===== config.mk =====
export PLATFORM = sky130hd
export DESIGN_NAME = mul_booth_seq
export DESIGN_NICKNAME = d
export VERILOG_FILES = /design/src/rtl/mul_booth_seq_pkg.sv /design/src/rtl/mul_booth_seq_pp_sel.sv /design/src/rtl/mul_booth_seq.sv
export SDC_FILE = /design/constraint.sdc
export NUM_CORES = 1
export LEC_CHECK = 0
export CORE_MARGIN = 3
export CORE_UTILIZATION = 40
export DETAILED_ROUTE_END_ITERATION = 8
export GPL_TIMING_DRIVEN = 1
export PLACE_DENSITY = 0.67
export RECOVER_POWER = 100
export SYNTH_ARGS = -nofsm -noshare
export SYNTH_HDL_FRONTEND = slang
export SYNTH_HIERARCHICAL = 1
export SYNTH_SLANG_ARGS = --single-unit

===== constraint.sdc =====
create_clock -name clk -period 14.03 [get_ports clk]
set_input_delay 3.5075 -clock clk [delete_from_list [all_inputs] [get_ports clk]]
set_output_delay 3.5075 -clock clk [all_outputs]
set_load 0.02 [all_outputs]

===== src/rtl/mul_booth_seq_pkg.sv =====
// Shared encodings for the radix-4 Booth multiply sequencer:
// op codes, FSM states, Booth select codes and iteration counts.
package mul_booth_seq_pkg;

  typedef enum logic [1:0] {
    OP_MUL    = 2'b00,
    OP_MULH   = 2'b01,
    OP_MULHSU = 2'b10,
    OP_MULHU  = 2'b11
  } mul_op_e;

  typedef enum logic [1:0] {
    ST_IDLE = 2'b00,
    ST_CALC = 2'b01,
    ST_DONE = 2'b10
  } state_e;

  typedef enum logic [2:0] {
    SEL_ZERO = 3'd0,
    SEL_POS1 = 3'd1,
    SEL_POS2 = 3'd2,
    SEL_NEG1 = 3'd3,
    SEL_NEG2 = 3'd4
  } booth_sel_e;

  localparam int ITER_FULL = 33;
  localparam int ITER_WORD = 17;
  localparam int CNT_W     = 6;
  localparam logic [CNT_W-1:0] CNT_FULL = CNT_W'(ITER_FULL - 1);
  localparam logic [CNT_W-1:0] CNT_WORD = CNT_W'(ITER_WORD - 1);

  // Triplet is {q[i+1], q[i], q[i-1]} of the multiplier.
  function automatic booth_sel_e booth_decode(input logic [2:0] trip);
    case (trip)
      3'b001, 3'b010: return SEL_POS1;
      3'b011:         return SEL_POS2;
      3'b100:         return SEL_NEG2;
      3'b101, 3'b110: return SEL_NEG1;
      default:        return SEL_ZERO;
    endcase
  endfunction

endpackage


===== src/rtl/mul_booth_seq_pp_sel.sv =====
// Booth partial-product selector: maps a multiplier triplet to the adder
// B operand (one's complement for negative multiples) plus carry-in.
module booth_pp_sel
  import mul_booth_seq_pkg::*;
#(
  parameter int MW = 66,
  parameter int AW = 68
) (
  input  logic [2:0]    trip,
  input  logic [MW-1:0] m,
  output logic [AW-1:0] pp_b,
  output logic          cin
);

  logic [AW-1:0] m_ext;
  booth_sel_e    sel;

  assign m_ext = {{(AW-MW){m[MW-1]}}, m};
  assign sel   = booth_decode(trip);

  // Negation is completed by the adder through cin, keeping this path a pure mux.
  always_comb begin
    pp_b = '0;
    cin  = 1'b0;
    case (sel)
      SEL_POS1: pp_b = m_ext;
      SEL_POS2: pp_b = m_ext << 1;
      SEL_NEG1: begin
        pp_b = ~m_ext;
        cin  = 1'b1;
      end
      SEL_NEG2: begin
        pp_b = ~(m_ext << 1);
        cin  = 1'b1;
      end
      default: pp_b = '0;
    endcase
  end

endmodule


===== src/rtl/mul_booth_seq.sv =====
// Iterative radix-4 Booth multiply sequencer for the RV64 M-extension.
// One Booth step per cycle through an external prefix adder.
module mul_booth_seq
  import mul_booth_seq_pkg::*;
#(
  parameter int XLEN = 64,
  parameter int AW   = XLEN + 4,
  parameter int TAGW = 5
) (
  input  logic            clk,
  input  logic            rst,
  input  logic            flush,
  input  logic            req_valid,
  output logic            req_ready,
  input  logic [1:0]      req_op,
  input  logic            req_word,
  input  logic [XLEN-1:0] req_rs1,
  input  logic [XLEN-1:0] req_rs2,
  input  logic [TAGW-1:0] req_tag,
  output logic            resp_valid,
  input  logic            resp_ready,
  output logic [XLEN-1:0] resp_data,
  output logic [TAGW-1:0] resp_tag,
  output logic [AW-1:0]   add_a,
  output logic [AW-1:0]   add_b,
  output logic            add_cin,
  input  logic [AW-1:0]   add_sum,
  output logic            busy
);

  localparam int EW  = XLEN + 2;
  localparam int WLO = EW - 2 * ITER_WORD;

  state_e           state_reg;
  logic [CNT_W-1:0] cnt_reg;
  logic [AW-1:0]    acc_reg;
  logic [EW-1:0]    q_reg;
  logic [EW-1:0]    m_reg;
  logic             qm1_reg;
  logic [1:0]       op_reg;
  logic             word_reg;
  logic [TAGW-1:0]  tag_reg;
  logic             req_ready_reg;
  logic             resp_valid_reg;
  logic [XLEN-1:0]  resp_data_reg;
  logic [TAGW-1:0]  resp_tag_reg;
  logic             busy_reg;

  logic [EW-1:0]    rs1_ext;
  logic [EW-1:0]    rs2_ext;
  logic [AW-1:0]    pp_b;
  logic             pp_cin;
  logic             calc;
  logic [AW-1:0]    acc_next;
  logic [EW-1:0]    q_next;
  logic [XLEN-1:0]  result;

  // Word ops ignore req_op and always sign-extend the low halves.
  always_comb begin
    if (req_word) begin
      rs1_ext = {{(EW-32){req_rs1[31]}}, req_rs1[31:0]};
      rs2_ext = {{(EW-32){req_rs2[31]}}, req_rs2[31:0]};
    end else begin
      rs1_ext = (req_op == OP_MULH || req_op == OP_MULHSU) ?
                {{(EW-XLEN){req_rs1[XLEN-1]}}, req_rs1} : {{(EW-XLEN){1'b0}}, req_rs1};
      rs2_ext = (req_op == OP_MULH) ?
                {{(EW-XLEN){req_rs2[XLEN-1]}}, req_rs2} : {{(EW-XLEN){1'b0}}, req_rs2};
    end
  end

  booth_pp_sel #(.MW(EW), .AW(AW)) u_pp_sel (
    .trip (({q_reg[1:0], qm1_reg})),
    .m    (m_reg),
    .pp_b (pp_b),
    .cin  (pp_cin)
  );

  assign calc    = (state_reg == ST_CALC);
  assign add_a   = calc ? acc_reg : '0;
  assign add_b   = calc ? pp_b : '0;
  assign add_cin = calc & pp_cin;

  // {acc,Q} shifts right by two after each add; product ends up as {acc,Q}.
  assign acc_next = {{2{add_sum[AW-1]}}, add_sum[AW-1:2]};
  assign q_next   = {add_sum[1:0], q_reg[EW-1:2]};

  always_comb begin
    if (word_reg)
      result = {{(XLEN-32){q_next[WLO+31]}}, q_next[WLO+31:WLO]};
    else if (op_reg == OP_MUL)
      result = q_next[XLEN-1:0];
    else
      result = {acc_next[XLEN-3:0], q_next[EW-1:XLEN]};
  end

  always_ff @(posedge clk or posedge rst) begin
    if (rst) begin
      state_reg      <= ST_IDLE;
      cnt_reg        <= '0;
      acc_reg        <= '0;
      q_reg          <= '0;
      m_reg          <= '0;
      qm1_reg        <= 1'b0;
      op_reg         <= '0;
      word_reg       <= 1'b0;
      tag_reg        <= '0;
      req_ready_reg  <= 1'b1;
      resp_valid_reg <= 1'b0;
      resp_data_reg  <= '0;
      resp_tag_reg   <= '0;
      busy_reg       <= 1'b0;
    end else begin
      case (state_reg)
        ST_IDLE: begin
          if (req_valid && !flush) begin
            op_reg        <= req_op;
            word_reg      <= req_word;
            tag_reg       <= req_tag;
            m_reg         <= rs1_ext;
            q_reg         <= rs2_ext;
            qm1_reg       <= 1'b0;
            acc_reg       <= '0;
            cnt_reg       <= req_word ? CNT_WORD : CNT_FULL;
            req_ready_reg <= 1'b0;
            busy_reg      <= 1'b1;
            if (rs1_ext == '0 || rs2_ext == '0) begin
              state_reg      <= ST_DONE;
              resp_valid_reg <= 1'b1;
              resp_data_reg  <= '0;
              resp_tag_reg   <= req_tag;
            end else begin
              state_reg <= ST_CALC;
            end
          end
        end
        ST_CALC: begin
          if (flush) begin
            state_reg     <= ST_IDLE;
            req_ready_reg <= 1'b1;
            busy_reg      <= 1'b0;
          end else begin
            acc_reg <= acc_next;
            q_reg   <= q_next;
            qm1_reg <= q_reg[1];
            cnt_reg <= cnt_reg - CNT_W'(1);
            if (cnt_reg == '0) begin
              state_reg      <= ST_DONE;
              resp_valid_reg <= 1'b1;
              resp_data_reg  <= result;
              resp_tag_reg   <= tag_reg;
            end
          end
        end
        ST_DONE: begin
          if (flush || resp_ready) begin
            state_reg      <= ST_IDLE;
            resp_valid_reg <= 1'b0;
            req_ready_reg  <= 1'b1;
            busy_reg       <= 1'b0;
          end
        end
        default: begin
          state_reg      <= ST_IDLE;
          resp_valid_reg <= 1'b0;
          req_ready_reg  <= 1'b1;
          busy_reg       <= 1'b0;
        end
      endcase
    end
  end

  assign req_ready  = req_ready_reg;
  assign resp_valid = resp_valid_reg;
  assign resp_data  = resp_data_reg;
  assign resp_tag   = resp_tag_reg;
  assign busy       = busy_reg;

endmodule


# After elaboration in Yosys (flattened, before gate mapping)
# Cells that the tools add are included.
dict set report word_totals {
  register_bits 289
  input_bits 209
  out_inout_bits 209
  elab_cells 111
}
dict set report classes {
  n_addsub 1
  n_eq_ne 21
  n_mux 52
  n_bitwise 3
  n_reduce_logical 20
}
# operator n
set op_table {}
lappend op_table {{$mux 66} 6}
lappend op_table {{$mux 64} 6}
lappend op_table {{$mux 68} 4}
lappend op_table {{$pmux 68 s4} 1}
lappend op_table {{$not 68->68} 2}
lappend op_table {{$pmux 68 s2} 1}
lappend op_table {{$logic_not 66->1} 2}
lappend op_table {{$pmux 66 s2} 1}
lappend op_table {{$pmux 64 s2} 1}
lappend op_table {{$mux 5} 4}
lappend op_table {{$mux 6} 3}
lappend op_table {{$eq 3x2->1 const B} 4}
lappend op_table {{$eq 3x3->1 const B} 4}
lappend op_table {{$mux 1} 12}
lappend op_table {{$pmux 3 s4} 1}
lappend op_table {{$pmux 6 s2} 1}
lappend op_table {{$mux 2} 5}
lappend op_table {{$ne 2x2->1 const B} 5}
lappend op_table {{$pmux 5 s2} 1}
lappend op_table {{$reduce_and 5->1} 2}
lappend op_table {{$pmux 1 s3} 3}
lappend op_table {{$reduce_and 3->1} 3}
lappend op_table {{$eq 3x1->1 const B} 2}
lappend op_table {{$logic_not 6->1} 1}
lappend op_table {{15 further kinds} 22}

# Logic depth before layout (Yosys ltp)
# Gate-level depths: netlist of run 1.
dict set report depth {
  word_depth 9
  depth_mapped 10
  ltp_nobuf 8
}

# Cells and area by module
# Netlist of run 1, hierarchy kept.
# module n_inst cells_each area_per_inst_um2 seq_area_each_um2
set by_module_without_submodules {}
lappend by_module_without_submodules {mul_booth_seq 1 1550 14118.5 7158.1}
lappend by_module_without_submodules {booth_pp_sel 1 253 2418.6 0.0}

# Least setup slack after synthesis of run 1
# No wires, ideal clock.
dict set report synth_path {
  path_kind {register -> output}
  startpoint {reg state_reg[0]}
  endpoint {out add_a[66]}
  arrival_time_ps 1653
  required_time_ps 10523
  path_slack_ps 8870
  stages_incl_launch_ff 7
  path_buffers 4
  path_cell_list {dfrtp_1 buf_2 nor2b_1 clkbuf_1 clkbuf_1 and2_1 buf_4}
}
dict set report synth_between {
  elab_chain_len 2
}
# element line
set synth_rtl {}
lappend synth_rtl {{from (decl)} mul_booth_seq.sv:34} ;# state_e state_reg;
lappend synth_rtl {{from (signal assigned)} mul_booth_seq.sv:98} ;# state_reg <= ST_IDLE;
lappend synth_rtl {{from (signal assigned)} mul_booth_seq.sv:127} ;# state_reg <= ST_DONE;
lappend synth_rtl {{from (signal assigned)} mul_booth_seq.sv:132} ;# state_reg <= ST_CALC;
lappend synth_rtl {{$eq 2x1->1} mul_booth_seq.sv:78} ;# assign calc = (state_reg == ST_CALC);
lappend synth_rtl {{$mux 68} mul_booth_seq.sv:79} ;# assign add_a = calc ? acc_reg : '0;
lappend synth_rtl {{to (decl)} mul_booth_seq.sv:24} ;# output logic [AW-1:0] add_a,
# No other way between the ends.

# Worst setup path after layout of run 1
dict set report layout_path {
  startpoint {in flush}
  endpoint {reg resp_tag_reg[1] (netlist: resp_tag[1])}
}
dict set report layout_between {
  elab_chain_len 4
  word_cells_on_any_way 5
  cone_classes {eq/ne: 2; reduce/logical: 3}
}
# element line
set layout_rtl {}
lappend layout_rtl {{from (decl)} mul_booth_seq.sv:12} ;# input logic flush,
lappend layout_rtl {{$logic_not 1->1} mul_booth_seq.sv:115} ;# if (req_valid && !flush) begin
lappend layout_rtl {{$logic_and 1x1->1} mul_booth_seq.sv:115}
lappend layout_rtl {{$ne 2x2->1 (no source line)} -}
lappend layout_rtl {{$reduce_and 5->1 (no source line) *} -}
lappend layout_rtl {{to (signal assigned)} mul_booth_seq.sv:130} ;# resp_tag_reg <= req_tag;
lappend layout_rtl {{to (signal assigned)} mul_booth_seq.sv:150} ;# resp_tag_reg <= tag_reg;
lappend layout_rtl {{to (decl)} mul_booth_seq.sv:46} ;# logic [TAGW-1:0] resp_tag_reg;
# Every way passes the cells marked *; elsewhere a longest branch is shown, timed or not.
# A chain may end at the register's enable or synchronous reset.

==> impl_summary.txt, run 1 <==
----------------------------------------------------
[Worst setup path]
  Data arrival time of the worst path ... 10.12 ns
  Critical path buffers and inverters ... 1
  Startpoint kind of the worst setup timing path ... input pin
  Peak fanout along the critical path ... 69
  Critical path required time ... 14.42 ns
  Reg2reg setup slack ... between 7 and 8 ns
  Worst Setup End Kind ... register
  Critical Setup Path Class ... in2reg
  Slowest cell on the critical path ... sky130_fd_sc_hd__and2_0
  CP top delay family ... simple AND/OR/NAND/NOR gates
  Critical path's largest stage delay ... 2.29 ns
  Ordered list of cells on the worst path ... dlygate4sd3_1 > nor2b_1 > and2_0 > nor2_1 > a211o_1 > mux2_2

[Floorplanning]
  Die Area ... 43820 um2
  Floorplan Core Area ... 40280 um2
  Die span in y ... 209.3 um
  Num rows ... 73
  IO Count ... 418
  Floorplan die width ... between 200 and 250 um
  Starting Density ... between 40% and 50%

[STA]
  Layout Skew ... between 0.015 and 0.02 ns
  Shortest clock period the worst path allows after layout ... 9.732 ns
  Fmax achieved ... 102.8 MHz
  Total negative setup slack ... 0 ns
  Final worst-path cycle share ... between 60% and 70%
  Worst relative slew slack ... -163.5%
  Slew at the pin closest to its max-slew limit ... 3.953 ns
  Final number of max-transition violations ... about 560
  Worst hold slack ... between 0.4 and 0.5 ns
  Unrepaired setup endpoints after global routing ... false
  Final hold violation count ... 0
  Final-report setup violation count ... 0

[Worst hold path]
  Type of the worst min-delay path ... reg2reg

[Pwr]
  Switching share of power ... between 40% and 50%
  Pint ... roughly 2.6 mW
  Clk pwr share ... 19.0%
  Static Leakage ... ~9 nW
  Power Dens Cells ... about 210 nW/um2
  Peak VDD IR ... 0.0001273 V
  Proportion of power drawn by flip-flops and latches ... approximately a third
  Switching power total ... approximately 2.0 mW
  Combinational Power Share ... 45.8%

[Synth]
  Share of synthesized registers carrying an async set or reset ... 100.0%
  Warning count from the yosys run ... 6
  Synthesized netlist cell count ... about 1.8k
  Share of the synthesized area in compound gates (AO/OA/AOI/OAI) ... 22.52%
  Post-synth EDFFs ... 0
  Post-Synth XOR/XNOR Area ... 3.601%
  Share of synthesized area occupied by flip-flops and latches ... 43.29%
  Fraction of the mapped netlist area in adder cells ... 0.2270%
  Largest family of logic cells by synthesized area ... compound AO/OA/AOI/OAI gates
  Most frequently used flop master after synthesis ... sky130_fd_sc_hd__dfrtp_1
  Synthesized net count ... 2015
  Fraction of synthesized area in multiplexers ... 5.122%
  Post-synthesis simple-gate area fraction ... 19.96%
  Total standard cell area after synthesis ... around 17000 um2
  Mean area per synthesized cell ... 9.172 um2
  Synthesized flop and latch total ... 286
  Distinct cell type count of the synthesized netlist ... 50

[Run status]
  Outcome ... finished, violations left
  Violated checks ... capacitance limit, slew limit

[Layout]
  Top library cells by usage in the layout, fill and taps aside ... sky130_fd_sc_hd__dfrtp_1, sky130_fd_sc_hd__nand2_1, sky130_fd_sc_hd__clkdlybuf4s50_1, sky130_fd_sc_hd__a21oi_1, sky130_fd_sc_hd__dlygate4sd3_1
  Multi-input gate area ... 8516 um2
  Layout filler cell count ... 3718
  Number of nets in the layout ... 2310
  Layout Cells excl Fill ... 2650
  Share of post-route cells with drive strength above 1 ... 8.997%
  Commonest non-fill, non-tap cell in the layout ... sky130_fd_sc_hd__dfrtp_1
  Area of all placed cells without fillers ... between 20000 and 25000 um2
  Area grow syn2layout ... 31.78%
  Sequential cell area ... ~7000 um2

[Global route]
  Largest net degree at the start of global routing ... 129
  Wire length of the first global-routing pass ... slightly below 90000 um
  GRT overflow ... 0
  Number of antenna violations at the first check in global routing ... 4
  Via count of the first global-routing pass ... 14.82k
  Global router's overall resource usage ... 25.15%

[Placement]
  Placer's final routability congestion estimate ... 0.8922
  Dpl hpwl ... approximately 39000 um
  Cell count after placement ... about 2.6k
  Total cell area at the placement stage ... between 20000 and 25000 um2
  Number of port buffers ... ~420

[Drt]
  Vias per cell ... 5.635
  Count of routing violations after the opening detailed-route iteration ... 954
  Antenna-violating nets left ... 0
  Final routed wirelength across all metal layers ... 56870 um
  Count of vias placed by the detailed router ... 14.93k
  Number of design rule violations left after detail routing ... 0
  Average wire per cell in the routed design ... 21.46 um
  Detailed-router iteration count before antenna repair ... 5

[CTS]
  TritonCTS clock tree ... yes
  CTS clock-pin slew for the worst setup and hold paths ... roughly 0.06 ns
  Number of CTS-inserted buffers ... 35
  Number of resized instances in the post-cts repair step ... 0
  Root Buffer Master ... sky130_fd_sc_hd__clkbuf_16
  Post-CTS setup buffers ... 0
  H-tree depth ... 2
  Clock insertion delay at the later pin of the skew report ... 0.52 ns
  Clk buf depth ... 3
  CTS sink count ... 286
  Hold Buf Count CTS ... 0

[Job]
  Number of max-cap violations ... 9

----------------------------------------------------
## power by group through the flow
stage	registers [mW]	logic [mW]	clock network, mW
after floorplan	1.52	1.49	0
after global placement	1.60	2.10	0
after detailed placement	1.61	2.14	0
after CTS	1.61	2.15	0.886
after global routing	1.65	2.29	0.916
final	1.60	2.09	0.865
## layer usage
metal | vias to the layer above | routed length, um | GRT usage, %
met5 | - | 23 | 0
li1 | 6984 | - | -
met2 | 557 | 27570 | 41.99
met1 | 7298 | 23570 | 33.09
met3 | 91 | 4302 | 5.994
met4 | 4 | 1397 | 6.282
## path summary, 6_finish.rpt
check,startpoint,to,cells past startpoint
max,flush,resp_tag[1],6
min,acc_reg[56],acc_reg[56],2
max reg2reg,state_reg[0],resp_tag[1],5
min reg2reg,acc_reg[56],acc_reg[56],2
max in group asynchronous,rst,qm1_reg,3
min in group asynchronous,rst,resp_tag[3],2
## cell usage after synthesis (2+ instances only)
library cell	number	area [um2]
sky130_fd_sc_hd__buf_6	15	168.9
sky130_fd_sc_hd__nand4_1	8	50.05
sky130_fd_sc_hd__clkbuf_1	115	431.7
sky130_fd_sc_hd__nor2_2	2	12.51
sky130_fd_sc_hd__buf_4	3	22.52
sky130_fd_sc_hd__a211oi_1	34	255.2
sky130_fd_sc_hd__buf_2	33	165.2
sky130_fd_sc_hd__xnor2_1	67	586.8
sky130_fd_sc_hd__a32oi_1	2	17.52
sky130_fd_sc_hd__o21ai_1	2	10.01
sky130_fd_sc_hd__o2bb2ai_1	64	560.5
sky130_fd_sc_hd__nor2_1	85	319.1
sky130_fd_sc_hd__o221ai_2	60	900.9
sky130_fd_sc_hd__ha_1	3	37.54
sky130_fd_sc_hd__inv_1	6	22.52
sky130_fd_sc_hd__mux2i_1	34	340.3
sky130_fd_sc_hd__nand4b_1	65	569.3
sky130_fd_sc_hd__a21o_1	2	15.01
sky130_fd_sc_hd__nand2_1	253	949.7
sky130_fd_sc_hd__o221ai_1	4	35.03
sky130_fd_sc_hd__and2_1	138	863.3
sky130_fd_sc_hd__buf_1	16	60.06
sky130_fd_sc_hd__o21ai_0	170	850.8
sky130_fd_sc_hd__mux2_2	45	506.7
sky130_fd_sc_hd__dfrtp_1	285	7132
sky130_fd_sc_hd__a21oi_1	196	980.9
sky130_fd_sc_hd__nor2b_1	35	219.0
sky130_fd_sc_hd__nor4_1	33	206.5
sky130_fd_sc_hd__o31ai_1	3	22.52
sky130_fd_sc_hd__nand2b_1	5	31.28
## cell type report
class,count,area share [%]
multi-input cells,1328,39.07
flip-flops and latches,286,32.89
repair buffers,440,19.88
clock buffers,53,4.650
well taps,525,3.014
clock inverters,9,0.3445
inverters,7,0.1263
diodes,2,0.02296
## per-stage QoR
step / utilization, % / total power, mW / setup WS (ns)
3_3_place_gp: 51.51 / 3.699 / 6.702
3_5_place_dp: 51.51 / 3.753 / 6.573
6_report: 54.10 / 4.552 / 4.298
4_1_cts: 54.21 / 4.637 / 6.324
2_1_floorplan: - / 3.008 / 2.632
5_1_grt: 54.10 / 4.862 / 3.078
## logic make-up (layout without fill, tap and decap cells)
family / Yosys count / count (layout)
and+or+nand+nor: 633 / 633
AOI/OAI and AO/OA: 545 / 545
DFF: 286 / 286
buffers and inverters: 189 / 509
muxes: 79 / 79
xor gates and xnor gates: 68 / 68
adders and majority gates: 3 / 3
other: 0 / 2
## worst register-to-register path: cells and delay by family, from the launching register on
family	cells	cell delay [ns]
compound gates	1	1.56
flops	1	0.48
mux	1	0.70
simple gates	3	3.77
No activity file was read; power rests on OpenSTA's default activity.
==> run 2: changes to the inputs <==
==> constraint.sdc (replaced) <==
create_clock -name clk -period 9.21 [get_ports clk]
set_input_delay 2.3025 -clock clk [delete_from_list [all_inputs] [get_ports clk]]
set_output_delay 2.3025 -clock clk [all_outputs]
set_load 0.02 [all_outputs]
==> run 2 against run 1 <==
Sequential share of layout area is 0.11 points higher. The run still ends with capacitance limit, slew limit left. Non-clock buffer count down 5. Setup slack worse by 2.0 ns. Cell count shrank 0.23%. Clock power increased by 56%. Highest routed layer unchanged. Combinational power rose by 50%. Critical path depth down 1.
==> impl_summary.txt, run 2 (same netlist as run 1, synthesis figures left out) <==
----------------------------------------------------
[CTS]
  Root Buffer Master ... sky130_fd_sc_hd__clkbuf_16 (unchanged)
  CTS clock-pin slew for the worst setup and hold paths ... 0.06 ns (about the same)
  CTS sink count ... 286 (unchanged)
  Clk buf depth ... 3 (unchanged)
  Number of resized instances in the post-cts repair step ... 0 (unchanged)
  Hold Buf Count CTS ... 0 (unchanged)
  TritonCTS clock tree ... yes (unchanged)
  Clock insertion delay at the later pin of the skew report ... 0.55 ns (was 0.52 ns)
  Number of CTS-inserted buffers ... 34 (was 35)
  Post-CTS setup buffers ... 0 (unchanged)
  H-tree depth ... 2 (unchanged)

[Worst setup path]
  Peak fanout along the critical path ... 85 (was 69)
  Critical Setup Path Class ... reg2out (was in2reg)
  Critical path's largest stage delay ... 1.63 ns (was 2.29 ns)
  Worst Setup End Kind ... output port (was register)
  Critical path required time ... 6.91 ns (was 14.42 ns)
  Data arrival time of the worst path ... 4.57 ns (was 10.12 ns)
  Slowest cell on the critical path ... sky130_fd_sc_hd__dfrtp_1 (was sky130_fd_sc_hd__and2_0)
  Ordered list of cells on the worst path ... buf_4 > or4b_1 > o211ai_1 > and2_1 > dlygate4sd3_1 (was dlygate4sd3_1 > nor2b_1 > and2_0 > nor2_1 > a211o_1 > mux2_2)
  Startpoint kind of the worst setup timing path ... register (was input pin)
  Reg2reg setup slack ... 4.42 ns (was 7.41 ns)

[STA]
  Worst relative slew slack ... -96.16% (was -163.5%)
  Total negative setup slack ... 0 ns (unchanged)
  Final worst-path cycle share ... 74.64%
  Worst setup slack after layout ... 2.336 ns (was 4.298 ns)
  Final-report setup violation count ... 0 (unchanged)
  Fmax achieved ... 145.5 MHz
  Unrepaired setup endpoints after global routing ... false (unchanged)
  Final hold violation count ... 0 (unchanged)
  Slew at the pin closest to its max-slew limit ... 2.942 ns (was 3.953 ns)
  Layout Skew ... 0.01387 ns (was 0.01806 ns)
  Shortest clock period the worst path allows after layout ... ~7 ns
  Final number of max-transition violations ... 285 (was 563)

[Layout]
  Multi-input gate area ... 8431 um2 (was 8516 um2)
  Layout filler cell count ... 3686 (was 3718)
  Number of nets in the layout ... 2304 (was 2310)
  Area grow syn2layout ... 31.28% (was 31.78%)
  Layout Cells excl Fill ... 2644 (was 2650)
  Commonest non-fill, non-tap cell in the layout ... sky130_fd_sc_hd__dfrtp_1 (unchanged)
  Top library cells by usage in the layout, fill and taps aside ... sky130_fd_sc_hd__dfrtp_1, sky130_fd_sc_hd__nand2_1, sky130_fd_sc_hd__clkdlybuf4s50_1, sky130_fd_sc_hd__a21oi_1, sky130_fd_sc_hd__o21ai_0 (was sky130_fd_sc_hd__dfrtp_1, sky130_fd_sc_hd__nand2_1, sky130_fd_sc_hd__clkdlybuf4s50_1, sky130_fd_sc_hd__a21oi_1, sky130_fd_sc_hd__dlygate4sd3_1)
  Sequential cell area ... 7164 um2 (was 7168 um2)
  Share of post-route cells with drive strength above 1 ... 8.263% (was 8.997%)

[Floorplanning]
  Starting Density ... 41.06% (unchanged)
  Num rows ... 73 (unchanged)
  Floorplan die width ... 209.3 um (unchanged)
  Die span in y ... 209.3 um (unchanged)
  IO Count ... 418 (unchanged)
  Die Area ... 43820 um2 (unchanged)
  Floorplan Core Area ... 40280 um2 (unchanged)

[Placement]
  Placer's final routability congestion estimate ... 0.8598 (was 0.8922)
  Setup slack at placement ... 3.648 ns (was 6.573 ns)
  Number of port buffers ... 417 (unchanged)
  Cell count after placement ... 2581 (was 2586)
  Dpl hpwl ... 38730 um (was 38910 um)

[Pwr]
  Peak VDD IR ... 0.0002337 V (was 0.0001273 V)
  Sum of internal, switching and leakage power ... 6.909 mW (was 4.552 mW)
  Power Dens Cells ... 318.3 nW/um2 (was 208.9 nW/um2)
  Static Leakage ... 8.972 nW (was 9.030 nW)

[Global route]
  Via count of the first global-routing pass ... 14.65k (was 14.82k)
  Wire length of the first global-routing pass ... 87510 um (was 88550 um)
  Number of antenna violations at the first check in global routing ... 3 (was 4)
  Largest net degree at the start of global routing ... 274 (was 129)
  GRT overflow ... 0 (unchanged)
  Global router's overall resource usage ... 25.01% (was 25.15%)

[Drt]
  Count of vias placed by the detailed router ... 14.76k (was 14.93k)
  Detailed-router iteration count before antenna repair ... 7 (was 5)
  Number of design rule violations left after detail routing ... 0 (unchanged)
  Vias per cell ... 5.583 (was 5.635)
  Final routed wirelength across all metal layers ... 57050 um (was 56870 um)
  Count of routing violations after the opening detailed-route iteration ... 982 (was 954)
  Average wire per cell in the routed design ... 21.58 um (was 21.46 um)
  Antenna-violating nets left ... 0 (unchanged)

[Run status]
  Outcome ... finished, violations left (unchanged)
  Violated checks ... capacitance limit, slew limit (unchanged)

[Job]
  Number of max-cap violations ... 4 (was 9)

[Worst hold path]
  Type of the worst min-delay path ... reg2reg (unchanged)

----------------------------------------------------
[run 2: cell count changes in the layout (fill, tap and decap cells not counted), moves of 4 or more]
cell                              before  now
sky130_fd_sc_hd__buf_4                19   15
sky130_fd_sc_hd__dlygate4sd3_1       180  166
sky130_fd_sc_hd__clkdlybuf4s50_1     237  251
sky130_fd_sc_hd__clkbuf_1             15   11
sky130_fd_sc_hd__o221ai_1              4   20
sky130_fd_sc_hd__o221ai_2             60   44
[run 2: final cells by class]
cell class	count	area share [%]
diodes	1	0.01153
clock buffers	54	4.732
clock inverters	8	0.3170
inverters	7	0.1268
multi-input cells	1328	38.83
flip-flops and latches	286	33.00
well taps	525	3.026
repair buffers	435	19.95
[run 2: final timing paths]
| check | from | endpoint | depth (start not counted) |
|---|---|---|---|
| max reg2reg | state_reg[1] | resp_tag[4] | 7 |
| max | q_reg[1] | add_b[34] | 5 |
| min in group asynchronous | rst | acc_reg[1] | 2 |
| max in group asynchronous | rst | qm1_reg | 3 |
| min reg2reg | acc_reg[44] | acc_reg[44] | 2 |
| min | acc_reg[44] | acc_reg[44] | 2 |
[run 2: per-stage QoR]
stage                     hold slack, ns  area [um2]  util (%)
after global placement            0.4550       20740     51.50
after detailed placement          0.4620       20740     51.50
after floorplan                   0.4418       16540         -
after global routing              0.4923       21710     53.89
after CTS                         0.4766       21840     54.22
final                             0.4738       21710     53.90
[run 2: layer usage]
layer | share of wire (%) | routed length, um | track usage, %
met3 | 8.8 | 5018 | 8.057
met2 | 48 | 27530 | 41.41
met1 | 40 | 23060 | 31.79
met4 | 2.5 | 1426 | 6.374
met5 | 0.023 | 13 | 0
[run 2: worst max-delay path, delay by kind of cell (launching register included)]
kind | cells | cell delay, ns
AO/OA/AOI/OAI | 1 | 0.09
buffers and inverters | 2 | 1.61
flip-flops | 1 | 1.63
AND/OR/NAND/NOR | 2 | 0.64
[run 2: where the power goes]
part	switching, mW	leakage [nW]	internal, mW
clock	0.575	0.536	0.772
sequential	0.650	3.67	1.78
combinational	1.75	4.77	1.38
==> run 3: changes to the inputs <==
--- a/config.mk
+++ b/config.mk
@@ -9,7 +9,7 @@
 export CORE_UTILIZATION = 40
 export DETAILED_ROUTE_END_ITERATION = 8
 export GPL_TIMING_DRIVEN = 1
-export PLACE_DENSITY = 0.67
+export PLACE_DENSITY = 0.7
 export RECOVER_POWER = 100
 export SYNTH_ARGS = -nofsm -noshare
 export SYNTH_HDL_FRONTEND = slang
==> constraint.sdc (replaced) <==
create_clock -name clk -period 6.1 [get_ports clk]
set_input_delay 1.525 -clock clk [delete_from_list [all_inputs] [get_ports clk]]
set_output_delay 1.525 -clock clk [all_outputs]
set_load 0.02 [all_outputs]
==> run 3 against run 2 <==
Total power is 54% higher. Clock power increased by 54%. Routed wire length is 0.55% lower. The run still ends with capacitance limit, slew limit left. Critical path type unchanged. Clock skew is 0.016 ns higher. Critical endpoint is now add_b[16]. Die area did not move. Sequential power grew 53%. Highest routed layer unchanged. Flip-flop and latch count is the same. Critical path depth stayed put.
==> impl_summary.txt, run 3 (same netlist as run 1, synthesis figures left out) <==
----------------------------------------------------
[Layout]
  Sequential cell area ... 7168 um2 (was 7164 um2)
  Layout filler cell count ... 3569 (was 3686)
  Share of post-route cells with drive strength above 1 ... 9.292% (was 8.263%)
  Top library cells by usage in the layout, fill and taps aside ... sky130_fd_sc_hd__dfrtp_1, sky130_fd_sc_hd__clkdlybuf4s50_1, sky130_fd_sc_hd__nand2_1, sky130_fd_sc_hd__a21oi_1, sky130_fd_sc_hd__o21ai_0 (was sky130_fd_sc_hd__dfrtp_1, sky130_fd_sc_hd__nand2_1, sky130_fd_sc_hd__clkdlybuf4s50_1, sky130_fd_sc_hd__a21oi_1, sky130_fd_sc_hd__o21ai_0)
  Area grow syn2layout ... 32.34% (was 31.28%)
  Commonest non-fill, non-tap cell in the layout ... sky130_fd_sc_hd__dfrtp_1 (unchanged)
  Number of nets in the layout ... 2308 (was 2304)
  Multi-input gate area ... 8537 um2 (was 8431 um2)

[Global route]
  Number of antenna violations at the first check in global routing ... 6 (was 3)
  Via count of the first global-routing pass ... 14.42k (was 14.65k)
  Largest net degree at the start of global routing ... 275 (was 274)
  GRT overflow ... 0 (unchanged)
  Wire length of the first global-routing pass ... 86660 um (was 87510 um)
  Global router's overall resource usage ... 24.79% (was 25.01%)

[Drt]
  Vias per cell ... 5.629 (was 5.583)
  Count of vias placed by the detailed router ... 14.89k (was 14.76k)
  Detailed-router iteration count before antenna repair ... 5 (was 7)
  Antenna-violating nets left ... 0 (unchanged)
  Final routed wirelength across all metal layers ... 56730 um (was 57050 um)
  Average wire per cell in the routed design ... 21.44 um (was 21.58 um)
  Number of design rule violations left after detail routing ... 0 (unchanged)
  Count of routing violations after the opening detailed-route iteration ... 1056 (was 982)

[Worst setup path]
  Worst Setup End Kind ... output port (unchanged)
  Data arrival time of the worst path ... 4.03 ns (was 4.57 ns)
  Worst R2R Start ... state_reg[0] (was state_reg[1])
  Critical path required time ... 4.58 ns (was 6.91 ns)
  Worst Setup EP ... add_b[16] (was add_b[34])
  Reg2reg setup slack ... 1.83 ns (was 4.42 ns)
  Worst r2r dst ... acc_reg[66] (was resp_tag[4])
  Startpoint kind of the worst setup timing path ... register (unchanged)
  Critical path startpoint ... q_reg[1] (unchanged)
  Critical Setup Path Class ... reg2out (unchanged)
  Peak fanout along the critical path ... 83 (was 85)
  Reg2Reg Depth ... 6 (was 7)

[Placement]
  Number of port buffers ... 417 (unchanged)
  Placer's final routability congestion estimate ... 0.8619 (was 0.8598)
  Dpl hpwl ... 38570 um (was 38730 um)

[STA]
  Slew at the pin closest to its max-slew limit ... 2.667 ns (was 2.942 ns)
  Worst relative slew slack ... -77.79% (was -96.16%)
  Layout Skew ... 0.02944 ns (was 0.01387 ns)
  Total negative setup slack ... 0 ns (unchanged)
  Final worst-path cycle share ... between 90% and 100%
  Final number of max-transition violations ... 902 (was 285)
  Unrepaired setup endpoints after global routing ... false (unchanged)
  Final-report setup violation count ... 0 (unchanged)
  Fmax achieved ... 180.0 MHz
  Final hold violation count ... 0 (unchanged)
  Shortest clock period the worst path allows after layout ... 5.557 ns

[Pwr]
  Static Leakage ... 8.982 nW (was 8.972 nW)
  Peak VDD IR ... 0.0002943 V (was 0.0002337 V)
  Power Dens Cells ... 484.8 nW/um2 (was 318.3 nW/um2)
  Sum of internal, switching and leakage power ... 10.61 mW (was 6.909 mW)

[Floorplanning]
  Starting Density ... 41.06% (unchanged)
  Die span in y ... 209.3 um (unchanged)
  Floorplan die width ... 209.3 um (unchanged)
  Floorplan Core Area ... 40280 um2 (unchanged)
  Num rows ... 73 (unchanged)
  Die Area ... 43820 um2 (unchanged)
  IO Count ... 418 (unchanged)

[CTS]
  H-tree depth ... 2 (unchanged)
  Clk buf depth ... 3 (unchanged)
  Number of CTS-inserted buffers ... 34 (unchanged)
  Number of resized instances in the post-cts repair step ... 0 (unchanged)
  CTS sink count ... 286 (unchanged)
  Clock insertion delay at the later pin of the skew report ... 0.53 ns (was 0.55 ns)
  TritonCTS clock tree ... yes (unchanged)
  CTS clock-pin slew for the worst setup and hold paths ... 0.06 ns (about the same)
  Root Buffer Master ... sky130_fd_sc_hd__clkbuf_16 (unchanged)
  Hold Buf Count CTS ... 0 (unchanged)
  Post-CTS setup buffers ... 0 (unchanged)

[Job]
  Number of max-cap violations ... 6 (was 4)

[Run status]
  Outcome ... finished, violations left (unchanged)
  Violated checks ... capacitance limit, slew limit (unchanged)

[Worst hold path]
  Type of the worst min-delay path ... reg2reg (unchanged)

----------------------------------------------------
run 3: changes by cell type in the layout (fill, tap and decap cells not counted), sizes merged:
cell / delta
clkdlybuf4s50: +8
dlygate4sd3: -8
clkinvlp: -1
buf: +1
bufinv: +3
clkinv: -1
run 3: final cells by class:
type / instances / share of cell area, %
clock buffer: 51 / 4.597
sequential: 286 / 32.75
timing repair buffer: 439 / 19.94
antenna: 1 / 0.01143
multi-input combinational: 1328 / 39.01
inverter: 7 / 0.1258
clock inverter: 9 / 0.5660
tap: 525 / 3.002
run 3: per-layer routing:
layer | wire, um | vias to the layer above | track usage, %
met5 | 39 | - | 0
met4 | 1441 | 6 | 6.490
met3 | 4639 | 92 | 6.278
met2 | 27530 | 568 | 41.34
met1 | 23070 | 7235 | 32.29
li1 | - | 6993 | -
run 3: per-stage QoR:
| step | instance area (um2) | cells | hold slack (ns) | util, % | setup WS [ns] |
|---|---|---|---|---|---|
| finish | 21880 | 2646 | 0.4683 | 54.33 | 0.5429 |
| global route | 21880 | 2646 | 0.4915 | 54.33 | 0.3910 |
| CTS | 21940 | 2645 | 0.4747 | 54.47 | 0.9667 |
| detailed placement | 20810 | 2585 | 0.4620 | 51.67 | 1.209 |
| global placement | 20810 | 2585 | 0.4544 | 51.67 | 1.257 |
| floorplan | 16540 | 1803 | 0.4418 | - | 0.7846 |
run 3: power by group:
group          internal, mW  switching (mW)  leakage, nW  total [mW]
Combinational          2.14            2.69         4.76        4.83
Clock                  1.27           0.812        0.559        2.08
Sequential             2.69            1.01         3.67        3.71
Total                  6.10            4.52         8.98        10.6
run 3: worst min-delay path by stage:
stage,startpoint,end,slack [ns],cells past startpoint
2_1_floorplan,acc_reg[0],acc_reg[0],0.44,2
3_3_place_gp,acc_reg[54],acc_reg[54],0.45,2
3_5_place_dp,acc_reg[2],acc_reg[2],0.46,2
4_1_cts,acc_reg[2],acc_reg[2],0.47,2
5_1_grt,acc_reg[55],acc_reg[55],0.49,2
6_report,acc_reg[55],acc_reg[55],0.47,2
run 3: worst max-delay path: stages, from the launching register on:
cell                            delay (ns)
sky130_fd_sc_hd__dfrtp_4              1.06
sky130_fd_sc_hd__or3b_2               0.92
sky130_fd_sc_hd__clkbuf_2             0.43
sky130_fd_sc_hd__o221ai_2             0.25
sky130_fd_sc_hd__and2_1               0.16
sky130_fd_sc_hd__dlygate4sd3_1        0.68
